[src/rtl/fetch_pkg.sv]
`default_nettype none
// ============================================================================
// Module   : fetch_pkg
// Purpose  : Shared types and constants for the fetch-stage controller.
// Revision : 1.0
// ============================================================================
package fetch_pkg;

  localparam int XLEN = 32;

  localparam logic [XLEN-1:0] RESET_PC_DEFAULT = 32'h0000_0000;

  // HOLD: nothing outstanding; WAIT: one live request; KILL: one stale request.
  typedef enum logic [1:0] {
    HOLD = 2'd0,
    WAIT = 2'd1,
    KILL = 2'd2
  } fetch_state_t;

  function automatic logic req_outstanding(input fetch_state_t s);
    return (s == WAIT) || (s == KILL);
  endfunction

endpackage
`default_nettype wire

[src/rtl/fetch_wait_timer.sv]
`default_nettype none
// ============================================================================
// Module   : fetch_wait_timer
// Purpose  : Saturating response-wait counter with a sticky timeout flag.
// Revision : 1.0
// ============================================================================
module fetch_wait_timer #(
  parameter int MAX_WAIT = 15
) (
  input  logic clk,
  input  logic reset,
  input  logic clear_i,
  input  logic enable_i,
  output logic timeout_o
);

  localparam int CW = $clog2(MAX_WAIT + 1);
  localparam logic [CW-1:0] MAX_C = CW'(MAX_WAIT);

  logic [CW-1:0] count_q, count_d;
  logic          timeout_q, timeout_d;

  always_comb begin
    count_d   = count_q;
    timeout_d = timeout_q;
    if (clear_i) begin
      count_d = '0;
    end else if (enable_i && (count_q != MAX_C)) begin
      count_d = count_q + CW'(1);
    end
    // Flag rises on the same edge the counter lands on MAX_WAIT.
    if (count_d == MAX_C) begin
      timeout_d = 1'b1;
    end
  end

  always_ff @(posedge clk or negedge reset) begin
    if (!reset) begin
      count_q   <= '0;
      timeout_q <= 1'b0;
    end else begin
      count_q   <= count_d;
      timeout_q <= timeout_d;
    end
  end

  assign timeout_o = timeout_q;

endmodule
`default_nettype wire

[src/rtl/fetch_ctrl.sv]
`default_nettype none
// ============================================================================
// Module   : fetch_ctrl
// Purpose  : One-outstanding-request fetch sequencer with a one-entry decode
//            slot, redirect squash of stale responses and a wait timeout.
// Revision : 1.0
// ============================================================================
module fetch_ctrl
  import fetch_pkg::*;
#(
  parameter logic [XLEN-1:0] RESET_PC = RESET_PC_DEFAULT,
  parameter int              MAX_WAIT = 15
) (
  input  logic            clk,
  input  logic            reset,
  input  logic            stall_d,
  input  logic            redirect_e,
  input  logic [XLEN-1:0] redirect_pc_e,
  input  logic [XLEN-1:0] next_pc_f,
  output logic [XLEN-1:0] pc_f,
  output logic            imem_req,
  output logic [XLEN-1:0] imem_addr,
  input  logic            imem_rvalid,
  input  logic [XLEN-1:0] imem_rdata,
  output logic            valid_d,
  output logic [XLEN-1:0] instr_d,
  output logic [XLEN-1:0] pc_d,
  output logic            fetch_timeout
);

  fetch_state_t    state_q, state_d;
  logic [XLEN-1:0] pc_q, pc_nx;
  logic [XLEN-1:0] inflight_pc_q, inflight_pc_d;
  logic            slot_valid_q, slot_valid_d;
  logic [XLEN-1:0] slot_instr_q, slot_instr_d;
  logic [XLEN-1:0] slot_pc_q, slot_pc_d;
  logic            issue;

  // Reset gating keeps the bus quiet while the register file is held in reset.
  assign issue = reset && (state_q == HOLD) && !redirect_e &&
                 (!slot_valid_q || !stall_d);

  always_comb begin
    state_d       = state_q;
    pc_nx         = pc_q;
    inflight_pc_d = inflight_pc_q;
    slot_valid_d  = slot_valid_q;
    slot_instr_d  = slot_instr_q;
    slot_pc_d     = slot_pc_q;

    if (slot_valid_q && !stall_d) begin
      slot_valid_d = 1'b0;
    end

    unique case (state_q)
      HOLD: begin
        if (issue) begin
          inflight_pc_d = pc_q;
          pc_nx         = next_pc_f;
          state_d       = WAIT;
        end
      end
      WAIT: begin
        if (imem_rvalid) begin
          state_d = HOLD;
          if (!redirect_e) begin
            slot_valid_d = 1'b1;
            slot_instr_d = imem_rdata;
            slot_pc_d    = inflight_pc_q;
          end
        end else if (redirect_e) begin
          state_d = KILL;
        end
      end
      KILL: begin
        if (imem_rvalid) begin
          state_d = HOLD;
        end
      end
      default: state_d = HOLD;
    endcase

    // Redirect wins over everything: retarget and squash the slot.
    if (redirect_e) begin
      pc_nx        = redirect_pc_e;
      slot_valid_d = 1'b0;
    end
  end

  always_ff @(posedge clk or negedge reset) begin
    if (!reset) begin
      state_q       <= HOLD;
      pc_q          <= RESET_PC;
      inflight_pc_q <= '0;
      slot_valid_q  <= 1'b0;
      slot_instr_q  <= '0;
      slot_pc_q     <= '0;
    end else begin
      state_q       <= state_d;
      pc_q          <= pc_nx;
      inflight_pc_q <= inflight_pc_d;
      slot_valid_q  <= slot_valid_d;
      slot_instr_q  <= slot_instr_d;
      slot_pc_q     <= slot_pc_d;
    end
  end

  fetch_wait_timer #(
    .MAX_WAIT (MAX_WAIT)
  ) u_wait_timer (
    .clk       (clk),
    .reset     (reset),
    .clear_i   (issue),
    .enable_i  (req_outstanding(state_q)),
    .timeout_o (fetch_timeout)
  );

  assign pc_f      = pc_q;
  assign imem_req  = issue;
  assign imem_addr = pc_q;
  assign valid_d   = slot_valid_q;
  assign instr_d   = slot_instr_q;
  assign pc_d      = slot_pc_q;

endmodule
`default_nettype wire

[config.mk]
export PLATFORM = sky130hd
export DESIGN_NAME = fetch_ctrl
export DESIGN_NICKNAME = d
export VERILOG_FILES = /design/src/rtl/fetch_pkg.sv /design/src/rtl/fetch_wait_timer.sv /design/src/rtl/fetch_ctrl.sv
export SDC_FILE = /design/constraint.sdc
export NUM_CORES = 1
export LEC_CHECK = 0
export BUFFER_PORTS_ARGS = -buffer_cell sky130_fd_sc_hd__buf_2
export CORE_UTILIZATION = 45
export DETAILED_ROUTE_END_ITERATION = 7
export HOLD_SLACK_MARGIN = 0.05
export PLACE_DENSITY = 0.76
export SLEW_MARGIN = 20
export SYNTH_ARGS = -nofsm -noshare
export SYNTH_HDL_FRONTEND = slang
export SYNTH_HIERARCHICAL = 1
export SYNTH_SLANG_ARGS = --single-unit
[constraint.sdc]
create_clock -name clk -period 4.78 [get_ports clk]
set_input_delay 0.478 -clock clk [delete_from_list [all_inputs] [get_ports clk]]
set_output_delay 0.478 -clock clk [all_outputs]
set_load 0.005 [all_outputs]
==> results.yml <==
power:
  p_comb_share_pct: 29.4
  ir_drop_uv: 249.6
  swShare_pct: 26.81
  powerDensity_mw_per_mm2: 611.4
  finalPower_mw: 4.772
  p_seq_share_pct: 40.5
  p_sw_mw: 1.279
  clockPowerShare_pct: 30.1
  intPower_mw: 3.493
  leakagePower_nw: 3.976
routing:
  routedWlPerCell_um: 15.59
  ant_nets: 0
  vias: 3821
  drt_wl_total_mm: 12.18
  drc: 0
  firstDrtPassIters: 4
  viasPerCell: 4.892
  drt_iter0_drc: 146
worst_setup_path:
  rrSetupSlack_ps: 2570
  cp-end-kind: "output port"
  critPathTopFamily: "buffers and inverters"
  slowest_delay_ps: 640
  worstSetupStartpointType: "input pin"
  slowest_stage: "nand4_4"
  crit_type: "input pin to output port"
  crit_fanout: 60
  critical_path_arrival_ps: 2720
  cp_num_buf_inv: 4
  cp.required_ps: 4300
  crit_chain: "dlygate4sd3_1, buf_6, nand4_4, inv_1, buf_2"
grt:
  grt-ovfl-total: 0
  grt_pass1_vias: 3927
  antenna_found_initial: 0
  grt_usage_pct: 18.16
  grt_max_degree: 81
  grt_pass1_wl_mm: 19.81
synthesis:
  yosysWarnings: 6
  avgSynthCellArea_um2: 15.76
  synth-edff-count: 0
  synth_largest_area_cell: "dfrtp_1"
  netlist_area_mm2: 0.006113
  synth_cell_types: 30
  netlist_top_cells_count: "dfrtp_1, mux2_2, mux2_4, buf_4, buf_6"
  syn_inst: 388
  seq_area_frac_synth_pct: 55.67
  yosysMostFrequentCell: "dfrtp_1"
  synth_async_sr_flop_share_pct: 100.0
  yosysTopAreaCellShare_pct: 55.67
  syn_nets: 493
  synth_ff_type: "dfrtp_1"
  netlist_top_cells_area: "dfrtp_1, mux2_2, mux2_4"
  ys_ff_latch: 136
layout:
  area_delta_synth_final_pct: 27.67
  final_area_mm2: 0.007805
  regArea_mm2: 0.003403
  fill_cells: 1060
  multi_input_area_mm2: 0.002301
  layout.nets: 697
  postLayoutCoreUtil_pct: 58.94
  antenna_cells: 0
  drive_above_1_share_pct: 71.74
floorplan:
  start_util_pct: 46.16
  die_h_um: 118.6
  fp.coreArea_mm2: 0.01324
  die_w_um: 118.6
  die_area_mm2: 0.01406
  io_pins: 232
  rows: 42
sta:
  fin_ws_ps: 1580
  hold_violations: 0
  rsz0062_at_grt: "no"
  fin_skew_ps: 7.349
  setup_viol: 0
  timing.final.crit_share_pct: 66.94
  timing.final.max_slew_violations: 0
  setup_tns_ps: 0
  period_needed_ps: 3200
  fmax_mhz: 312.5
  worstMarginPinSlew_ps: 959.7
  relSlewSlack_pct: 36.02
run_status:
  status: "finished, final reports clean"
clock_tree:
  numCtsBuffers: 17
  clk_pin_slew_ps: 60
  cts_root_buffer: "clkbuf_16"
  htree_levels: 4
  cts.sinks: 136
  cts_buffer_depth: 2
  cts_resized: 0
  clk_latency_ps: 410
  cts_tree: "yes"
run:
  drv_cap: 0
placed_design:
  port_buffers: 231
  placed_area_mm2: 0.007104
  dp_slack_ps: 1950
  dp_hpwl_mm: 8.401
  globalplace.congestion: 0.7379
worst_hold_path:
  hp-class: "input pin to flop"
power by group through the flow:
stage	combinational, mW	clock (mW)	sequential, mW
finish	1.40	1.44	1.93
CTS	1.43	1.47	1.94
detailed placement	1.41	0	1.95
global route	1.52	1.52	2.00
global placement	1.37	0	1.92
floorplan	0.899	0	1.93
layout make-up:
cell class | instances | area share, %
Sequential cell | 136 | 43.60
Multi-Input combinational cell | 198 | 29.48
Timing Repair Buffer | 234 | 15.37
Clock buffer | 20 | 5.979
Tap cell | 176 | 2.821
Clock inverter | 12 | 2.501
Inverter | 5 | 0.2405
timing repair:
item,4_1_cts,5_1_grt
hold buffers,1,0
hold endpoints to repair,14,0
setup buffers,0,0
kinds of logic after synthesis:
kind of cell	count (synthesis)	share of synthesized area, %
mux	162	32.89
flops	136	55.67
buf+inv	54	6.959
simple gates	22	2.374
compound gates	9	1.146
fa+ha+maj	4	0.8187
xor+xnor	1	0.1433
worst paths after layout:
| check | start | endpoint | cells past startpoint |
|---|---|---|---|
| setup / recovery | reset | imem_req | 5 |
| hold / removal | imem_rdata[25] | instr_d[25] | 2 |
| setup reg to reg | state_q[0] | u_wait_timer/timeout_o | 6 |
| hold reg to reg | u_wait_timer/timeout_o | u_wait_timer/timeout_o | 1 |
| max in group asynchronous | reset | pc_d[21] | 4 |
| min in group asynchronous | reset | inflight_pc_q[20] | 2 |
cells in the final DEF, fill, tap and decap left out, types with 4 or more instances in the layout:
| cell | n |
|---|---|
| bufinv_16 | 5 |
| nand2_1 | 5 |
| dfrtp_1 | 136 |
| ha_1 | 4 |
| buf_2 | 230 |
| inv_1 | 5 |
| mux2_4 | 50 |
| mux2_2 | 111 |
| clkinv_2 | 4 |
| clkbuf_16 | 17 |
worst register-to-register path, delay by kind of cell, from the launching register on:
family	cells	cell delay (ps)
AND/OR/NAND/NOR	2	690
buffers and inverters	2	520
flip-flops	1	400
adder cells (fa/ha/maj)	1	300
AO/OA/AOI/OAI	1	190
stage by stage:
stage,std cells,hold slack [ps]
3_3_place_gp,747,451.9
4_1_cts,780,277.6
3_5_place_dp,747,475.5
6_report,781,302.0
5_1_grt,781,285.0
2_1_floorplan,388,182.4
routing by layer:
layer | part of all wire [%] | up-vias | GRT usage (%) | wire [µm]
met3 | 5.7 | 19 | 5.116 | 692
li1 | - | 1751 | - | -
met1 | 41 | 1914 | 21.71 | 5053
met4 | 2.1 | 0 | 7.832 | 257
met5 | 0 | - | 0 | 0
met2 | 51 | 137 | 30.56 | 6176
sequential cells by signal, summed over array words and instances, names as in the netlist:
name / flops
u_wait_timer/count_q: 4
imem_addr: 32
pc_d: 32
inflight_pc_q: 32
instr_d: 32
state_q: 2
valid_d: 1
u_wait_timer/timeout_o: 1
Note: power is estimated with default switching activity, not from simulation.
